--- config.mk ---
export PLATFORM = sky130hd
export DESIGN_NAME = shift_register_universal
export DESIGN_NICKNAME = d
export VERILOG_FILES = /design/src/rtl/shift_pkg.sv /design/src/rtl/shift_step.sv /design/src/rtl/shift_register_universal.sv
export SDC_FILE = /design/constraint.sdc
export NUM_CORES = 1
export LEC_CHECK = 0
export BUFFER_PORTS_ARGS = -buffer_cell sky130_fd_sc_hd__buf_2
export CAP_MARGIN = 10
export CORE_MARGIN = 2
export CORE_UTILIZATION = 50
export DETAILED_ROUTE_END_ITERATION = 8
export GPL_TIMING_DRIVEN = 0
export PLACE_DENSITY_LB_ADDON = 0.2
export SYNTH_ARGS = -nofsm -noshare
export SYNTH_HDL_FRONTEND = slang
export SYNTH_SLANG_ARGS = --single-unit
--- constraint.sdc ---
create_clock -name clk -period 3.05 [get_ports clk]
set_input_delay 0.61 -clock clk [delete_from_list [all_inputs] [get_ports clk]]
set_output_delay 0.61 -clock clk [all_outputs]
set_load 0.03 [all_outputs]
--- src/rtl/shift_pkg.sv ---
// Shared encodings for the universal shift register.
// Mode codes 6-7 are reserved and behave as a zero-length shift.
package shift_pkg;

    localparam logic [2:0] MODE_LOAD = 3'd0;
    localparam logic [2:0] MODE_SHL  = 3'd1;
    localparam logic [2:0] MODE_SHR  = 3'd2;
    localparam logic [2:0] MODE_ASR  = 3'd3;
    localparam logic [2:0] MODE_ROL  = 3'd4;
    localparam logic [2:0] MODE_ROR  = 3'd5;

    typedef enum logic [1:0] {
        ST_IDLE  = 2'd0,
        ST_SHIFT = 2'd1,
        ST_DONE  = 2'd2
    } state_t;

    function automatic logic is_shift_mode(input logic [2:0] m);
        return (m >= MODE_SHL) && (m <= MODE_ROR);
    endfunction

endpackage

--- src/rtl/shift_step.sv ---
// Combinational single-step shift/rotate unit.
// Non-shift modes pass the value through with out_bit low.
module shift_step
    import shift_pkg::*;
#(
    parameter int WIDTH = 8
) (
    input  logic [2:0]       i_mode,
    input  logic [WIDTH-1:0] i_value,
    input  logic             i_serial_in,
    output logic [WIDTH-1:0] o_value,
    output logic             o_bit
);

    always_comb begin
        o_value = i_value;
        o_bit   = 1'b0;
        case (i_mode)
            MODE_SHL: begin
                o_value = {i_value[WIDTH-2:0], i_serial_in};
                o_bit   = i_value[WIDTH-1];
            end
            MODE_SHR: begin
                o_value = {i_serial_in, i_value[WIDTH-1:1]};
                o_bit   = i_value[0];
            end
            MODE_ASR: begin
                o_value = {i_value[WIDTH-1], i_value[WIDTH-1:1]};
                o_bit   = i_value[0];
            end
            MODE_ROL: begin
                o_value = {i_value[WIDTH-2:0], i_value[WIDTH-1]};
                o_bit   = i_value[WIDTH-1];
            end
            MODE_ROR: begin
                o_value = {i_value[0], i_value[WIDTH-1:1]};
                o_bit   = i_value[0];
            end
            default: ;
        endcase
    end

endmodule

--- src/rtl/shift_register_universal.sv ---
// WIDTH-bit universal shift register with parallel load and a
// start/busy/done interface that runs multi-bit shifts one bit per clock.
module shift_register_universal
    import shift_pkg::*;
#(
    parameter int               WIDTH       = 8,
    parameter logic [WIDTH-1:0] RESET_VALUE = {(WIDTH/2){2'b10}},
    localparam int              AMT_W       = $clog2(WIDTH+1)
) (
    input  logic             clk,
    input  logic             rst,
    input  logic             start,
    input  logic [2:0]       mode,
    input  logic [AMT_W-1:0] amount,
    input  logic [WIDTH-1:0] load_data,
    input  logic             serial_in,
    input  logic             abort,
    output logic [WIDTH-1:0] out,
    output logic             serial_out,
    output logic             busy,
    output logic             done
);

    localparam logic [AMT_W-1:0] AMT_MAX = AMT_W'(WIDTH);
    localparam logic [AMT_W-1:0] AMT_ONE = AMT_W'(1);

    state_t           r_state;
    state_t           w_state_nxt;
    logic [AMT_W-1:0] r_cnt;
    logic [2:0]       r_mode;
    logic [WIDTH-1:0] r_out;
    logic             r_sout;

    logic [WIDTH-1:0] w_step_val;
    logic             w_step_bit;
    logic             w_accept;
    logic             w_shift_cmd;
    logic             w_last;
    logic [AMT_W-1:0] w_amt_sat;

    assign w_accept    = start && (r_state != ST_SHIFT);
    assign w_amt_sat   = (amount > AMT_MAX) ? AMT_MAX : amount;
    assign w_shift_cmd = is_shift_mode(mode) && (w_amt_sat != '0);
    assign w_last      = (r_cnt == AMT_ONE);

    shift_step #(
        .WIDTH(WIDTH)
    ) u_step (
        .i_mode     (r_mode),
        .i_value    (r_out),
        .i_serial_in(serial_in),
        .o_value    (w_step_val),
        .o_bit      (w_step_bit)
    );

    always_ff @(posedge clk or posedge rst) begin
        if (rst) begin
            r_state <= ST_IDLE;
        end else begin
            r_state <= w_state_nxt;
        end
    end

    always_comb begin
        w_state_nxt = r_state;
        unique case (r_state)
            ST_IDLE, ST_DONE: begin
                if (w_accept) begin
                    w_state_nxt = w_shift_cmd ? ST_SHIFT : ST_DONE;
                end else begin
                    w_state_nxt = ST_IDLE;
                end
            end
            ST_SHIFT: begin
                if (abort) begin
                    w_state_nxt = ST_IDLE;
                end else if (w_last) begin
                    w_state_nxt = ST_DONE;
                end
            end
            default: w_state_nxt = ST_IDLE;
        endcase
    end

    // An aborted edge performs no step; the partial value is kept.
    always_ff @(posedge clk or posedge rst) begin
        if (rst) begin
            r_out  <= RESET_VALUE;
            r_sout <= 1'b0;
            r_cnt  <= '0;
            r_mode <= MODE_LOAD;
        end else if (w_accept) begin
            if (mode == MODE_LOAD) begin
                r_out <= load_data;
            end
            r_mode <= mode;
            r_cnt  <= w_amt_sat;
        end else if ((r_state == ST_SHIFT) && !abort) begin
            r_out  <= w_step_val;
            r_sout <= w_step_bit;
            r_cnt  <= r_cnt - AMT_ONE;
        end
    end

    assign out        = r_out;
    assign serial_out = r_sout;
    assign busy       = (r_state == ST_SHIFT);
    assign done       = (r_state == ST_DONE);

endmodule

==> summary.md, run 1 <==
| Metric | Value |
|---|---|
| CTS Buffer Depth | `2` |
| Slew margin rel. | `52.4%` |
| Multi-input gate area | `686 sq um` |
| Worst-path clk slew | `0.11 ns` |
| Grt total ovfl | `0` |
| Critical path origin | `r_state[1]$_DFFE_PP0P_` |
| HP Class | `input port to asynchronous set/reset pin` |
| Slew @ Worst Pin | `0.713 ns` |
| Slew Viols, Final | `0` |
| Core ar. | `2250 sq um` |
| Global-route wire length before repair | `4530 um` |
| Synth area leader | `dfrtp_1` |
| Power per cell area | `846 nW/um^2` |
| Leak Pwr | `0.646 nW` |
| Synthesized Nets | `148` |
| Initial antenna violation count | `0` |
| Die Area | `2820 sq um` |
| Largest net degree at the start of global routing | `19` |
| Crit path launch type | `flop` |
| F_max | `511 MHz` |
| Sequential fraction of the synthesis area | `37.8%` |
| Setup tns final | `0 ns` |
| Drt via density | `5.83` |
| Tot GR Track Use | `22.1%` |
| # nets final | `183` |
| WL/cell | `14.6 um` |
| Worst Path Arrival | `1.35 ns` |
| Layout cells sized above 1 | `36.9%` |
| Register bit total from synthesis | `18` |
| Worst Path Required | `2.44 ns` |
| Count of TritonRoute iterations in the first routing pass | `4` |
| Die width | `53.1 um` |
| Placer Congestion | `0.793` |
| Maximum capacitance violations | `0` |
| Part of the cycle the worst path needs | `64.1%` |
| Row cnt | `17` |
| CTS Hold Bufs | `0` |
| DRC | `0` |
| CTS root buffer | `clkbuf_4` |
| Post-cts resize count | `0` |
| Clock Skew | `0.00843 ns` |
| Top cell type's share of synthesized area | `29.0%` |
| Worst-path fanout max | `10` |
| H-tree depth | `1` |
| Register Area | `455 sq um` |
| Final WL | `2740 um` |
| Synth cell types | `45` |
| # port buffers | `30` |
| Status | `completed` |
| CTS tree | `yes` |
| Post-CTS setup buffer count | `0` |
| WHS | `0.408 ns` |
| Crit end category | `output pin` |
| Die Y | `53.1 um` |
| Hpwl dp | `2040 um` |
| Synth Warn # | `0` |
| Ant. Diodes | `0` |
| WS Path Type | `flop to output pin` |
| Reg2Reg Capture Point | `out[7]$_DFFE_PP1P_` |
| I/O pin cnt | `31` |
| Post-route minimum period | `1.96 ns` |
| Clk_lat worst skew | `0.30 ns` |
| Initial Util | `53.5%` |
| Worst reg2reg setup slack | `1.46 ns` |
| Area growth, synth to finish | `17.5%` |
| Average size of a mapped cell | `9.57 sq um` |
| R2R Path Start | `r_state[1]$_DFFE_PP0P_` |
| Routed vias | `1096` |
| Syn Std Cell Area | `1210 sq um` |
| First-iteration detailed-routing DRC count | `14` |
| FF-to-FF path depth | `5` |
| Final ANT Viol Nets | `0` |
| # setup viols final | `0` |
| Synth area leaders | `dfrtp_1, dfstp_2, mux2_4, a31oi_1, nand3_1` |
| CTS Buf Count | `3` |
| Final Hold Fails | `0` |
| Fill cells | `210` |
| Post-Synthesis Cells | `126` |
| Max VDD drop | `566 uV` |
| Vias in the first global route | `1023` |
| RSZ-0062 raised after global routing | `no` |
| Clock sink count | `18` |
-- power by group --
group	total [mW]	internal (mW)	switching, mW
Combinational	0.617	0.267	0.349
Sequential	0.456	0.355	0.101
Clock	0.127	0.0509	0.0763
-- placed cells by master (no fill, tap or decap), types with 3 or more instances in the layout --
| cell type | instances |
|---|---|
| a31oi_1 | 8 |
| buf_2 | 32 |
| clkbuf_4 | 3 |
| dfrtp_1 | 14 |
| dfstp_2 | 4 |
| inv_1 | 5 |
| mux2_4 | 6 |
| nand2_1 | 13 |
| nand3_1 | 10 |
| nand3b_1 | 5 |
| nor3_1 | 8 |
| o21ai_0 | 9 |
-- cells by family after synthesis --
logic type	Yosys count	synth area share, %
buffers and inverters	12	5.39
xor gates and xnor gates	2	1.45
AOI/OAI and AO/OA	30	16.7
muxes	8	9.34
DFF	18	37.8
and+or+nand+nor	54	27.3
adders and majority gates	2	2.07
-- worst max-delay path by stage --
stage | end | slack, ns | cells past startpoint
2_1_floorplan | r_cnt[3]$_DFFE_PP0P_ | 1.43 | 3
3_3_place_gp | out[6]$_DFFE_PP0P_ | 1.21 | 5
4_1_cts | busy | 1.08 | 3
6_report | busy | 1.09 | 3
3_5_place_dp | r_cnt[3]$_DFFE_PP0P_ | 1.19 | 4
5_1_grt | busy | 1.01 | 3
-- metal layers --
layer	vias to the layer above	part of all wire (%)	track usage [%]
li1	535	-	-
met1	521	44	28.6
met2	36	48	36.5
met3	4	6.3	2.82
met4	0	1.6	10.3
met5	-	0	0
-- worst max-delay path: stages (launching register included) --
cell      delay [ns]
dfrtp_1         0.43
nand2b_2        0.23
inv_2           0.17
buf_2           0.23
-- per-stage QoR --
| step | std cells | util, % | power, mW | setup slack [ns] | instance area, sq um |
|---|---|---|---|---|---|
| 2_1_floorplan | 126 | - | 0.920 | 1.43 | 1210 |
| 3_3_place_gp | 184 | 61.7 | 1.06 | 1.21 | 1390 |
| 3_5_place_dp | 184 | 61.7 | 1.08 | 1.19 | 1390 |
| 4_1_cts | 188 | 62.9 | 1.21 | 1.08 | 1420 |
| 5_1_grt | 188 | 62.9 | 1.29 | 1.01 | 1420 |
| 6_report | 188 | 62.9 | 1.20 | 1.09 | 1420 |
-- Yosys cell counts, drive strengths merged --
| master | number |
|---|---|
| a21oi | 1 |
| a221o | 1 |
| a22oi | 1 |
| a2bb2oi | 1 |
| a31oi | 8 |
| a32o | 2 |
| a32oi | 1 |
| and2b | 1 |
| and3b | 1 |
| buf | 3 |
| clkbuf | 2 |
| clkinv | 1 |
| dfrtp | 14 |
| dfstp | 4 |
| ha | 2 |
| inv | 6 |
| mux2 | 8 |
| nand2 | 15 |
| nand2b | 3 |
| nand3 | 12 |
| nand3b | 5 |
| nor2 | 2 |
| nor2b | 1 |
| nor3 | 9 |
| nor3b | 2 |
| o2111ai | 1 |
| o211ai | 2 |
| o21ai | 10 |
| o32ai | 1 |
| o41ai | 1 |
| or2b | 1 |
| or3 | 2 |
| xor2 | 2 |
-- flip-flops by register name (all words and copies together), names as in the netlist --
| register | count |
|---|---|
| out | 8 |
| r_cnt | 4 |
| r_mode | 3 |
| r_state | 2 |
| serial_out | 1 |
-- area by class of cell --
type | count | share of cell area, %
plain buffers | 5 | 2.74
clock buffers | 4 | 1.85
inverters | 7 | 1.85
multi-input cells | 96 | 48.4
flip-flops and latches | 18 | 32.1
well taps | 28 | 2.47
repair buffers | 30 | 10.6
Note: power is estimated with default switching activity, not from simulation.
==> run 2, diff against run 1 <==
--- a/config.mk
+++ b/config.mk
@@ -8,7 +8,7 @@
 export BUFFER_PORTS_ARGS = -buffer_cell sky130_fd_sc_hd__buf_2
 export CAP_MARGIN = 10
 export CORE_MARGIN = 2
-export CORE_UTILIZATION = 50
+export CORE_UTILIZATION = 47
 export DETAILED_ROUTE_END_ITERATION = 8
 export GPL_TIMING_DRIVEN = 0
 export PLACE_DENSITY_LB_ADDON = 0.2
==> constraint.sdc (replaced) <==
create_clock -name clk -period 1.8 [get_ports clk]
set_input_delay 0.36 -clock clk [delete_from_list [all_inputs] [get_ports clk]]
set_output_delay 0.36 -clock clk [all_outputs]
set_load 0.03 [all_outputs]
==> summary.md, run 2 (synthesized netlist as in run 1, its figures left out) <==
| Metric | Value |
|---|---|
| Final ANT Viol Nets | `0` |
| Tot Pwr | `2.11 mW` |
| CTS Hold Bufs | `0` |
| Worst-path clk slew | `0.12 ns` |
| First-iteration detailed-routing DRC count | `21` |
| Setup tns final | `0 ns` |
| Layout cells sized above 1 | `37.5%` |
| Slowest cell on the critical path | `dfrtp_1` |
| Core ar. | `2450 sq um` |
| Max VDD drop | `1060 uV` |
| HP Class | `input port to asynchronous set/reset pin` |
| Worst Path Arrival | `1.30 ns` |
| Crit end category | `output pin` |
| # port buffers | `30` |
| Slew Viols, Final | `0` |
| Fill cells | `228` |
| Clk_lat worst skew | `0.30 ns` |
| Initial antenna violation count | `0` |
| Grt total ovfl | `0` |
| Die width | `54.7 um` |
| Slew margin rel. | `53.2%` |
| Clock Skew | `0.00123 ns` |
| Worst-path fanout max | `10` |
| CTS tree | `yes` |
| Part of the cycle the worst path needs | `92.1%` |
| Placer Congestion | `0.813` |
| Leak Pwr | `0.651 nW` |
| R2R Path Start | `r_state[1]$_DFFE_PP0P_` |
| Die Y | `54.7 um` |
| Count of TritonRoute iterations in the first routing pass | `4` |
| Post-CTS setup buffer count | `0` |
| FF-to-FF path depth | `5` |
| Slew @ Worst Pin | `0.702 ns` |
| Global-route wire length before repair | `4590 um` |
| CTS root buffer | `clkbuf_4` |
| DRC | `0` |
| Die Area | `2990 sq um` |
| Largest net degree at the start of global routing | `19` |
| Vias in the first global route | `963` |
| Crit path launch type | `flop` |
| Worst reg2reg setup slack | `0.19 ns` |
| Clock sink count | `18` |
| Final Core Density | `58.5%` |
| Post-route minimum period | `1.66 ns` |
| Max FFs per register | `8` |
| CTS Buffer Depth | `2` |
| Ordered cell list for the critical path | `nand2b_2, inv_4, clkbuf_4` |
| Power per cell area | `1470 nW/um^2` |
| # nets final | `183` |
| RSZ-0062 raised after global routing | `no` |
| Max incr delay on CP | `0.43 ns` |
| # setup viols final | `0` |
| Drt via density | `5.73` |
| WS Path Type | `flop to output pin` |
| Hpwl dp | `2130 um` |
| Commonest non-fill, non-tap cell in the layout | `buf_2` |
| Worst Path Required | `1.44 ns` |
| Final WL | `2840 um` |
| Cell Count, Final, Fillers Out | `190` |
| WL/cell | `15.0 um` |
| Placed Cells | `186` |
| Initial Util | `49.1%` |
| Status | `completed` |
| Multi-input gate area | `686 sq um` |
| Reg2Reg Capture Point | `out[7]$_DFFE_PP1P_` |
| Maximum capacitance violations | `0` |
| Routed vias | `1088` |
| Dpl ws | `0.177 ns` |
| Row cnt | `18` |
| Final worst slack | `0.141 ns` |
| F_max | `603 MHz` |
| I/O pin cnt | `31` |
| Area growth, synth to finish | `19.0%` |
| Register Area | `455 sq um` |
| Most frequent cells in the layout | `buf_2, dfrtp_1, nand2_1` |
| CTS Buf Count | `3` |
| Final Hold Fails | `0` |
| H-tree depth | `1` |
| Ant. Diodes | `0` |
| Tot GR Track Use | `21.3%` |
==> run 2: cell types whose count changed in the layout (fill, tap and decap cells not counted), sizes merged <==
cell,previous run,this run
buf,33,32
clkbuf,6,7
==> run 2: repair_timing <==
item / 4_1_cts / 5_1_grt
gates resized for setup: 0 / 2
endpoints found under the setup margin: 0 / 1
endpoints found under the hold margin: 0 / 0
==> run 2: cell type report <==
cell class | instances | area share (%)
Multi-Input combinational cell | 96 | 47.8
Timing Repair Buffer | 30 | 10.6
Sequential cell | 18 | 31.7
Tap cell | 30 | 2.62
Inverter | 7 | 2.01
Buffer | 5 | 2.70
Clock buffer | 4 | 2.53
==> run 2: routing by layer <==
metal / vias to the layer above / wire [um] / track usage (%)
li1: 537 / - / -
met1: 525 / 1220 / 26.5
met2: 26 / 1490 / 37.5
met3: 0 / 128 / 5.74
met4: 0 / 0 / 2.50
met5: - / 0 / 0
==> run 2: how the worst max path moves through the flow <==
stage	from	end	slack, ns	cells after the start
after floorplan	r_state[1]$_DFFE_PP0P_	out[7]$_DFFE_PP1P_	0.24	5
after global routing	r_state[1]$_DFFE_PP0P_	busy	0.05	3
after detailed placement	mode[2]	out[7]$_DFFE_PP1P_	0.18	5
final	r_state[1]$_DFFE_PP0P_	busy	0.14	3
after global placement	mode[2]	out[7]$_DFFE_PP1P_	0.16	5
after CTS	r_state[1]$_DFFE_PP0P_	busy	0.08	3
==> run 2: critical path: cells and delay by family (launching register included) <==
| family | cells | cell delay (ns) |
|---|---|---|
| buffers and inverters | 2 | 0.33 |
| flip-flops | 1 | 0.43 |
| AND/OR/NAND/NOR | 1 | 0.24 |
==> run 2: through the flow <==
stage / area, sq um / hold WS, ns
floorplan: 1210 / 0.296
global placement: 1390 / 0.501
detailed placement: 1390 / 0.510
CTS: 1430 / 0.170
global route: 1440 / 0.193
finish: 1440 / 0.142
==> run 2: power breakdown <==
group          internal, mW  switching [mW]  total [mW]
combinational         0.458           0.607        1.06
clock                 0.123           0.144       0.268
sequential            0.601           0.181       0.782
total                  1.18           0.932        2.11
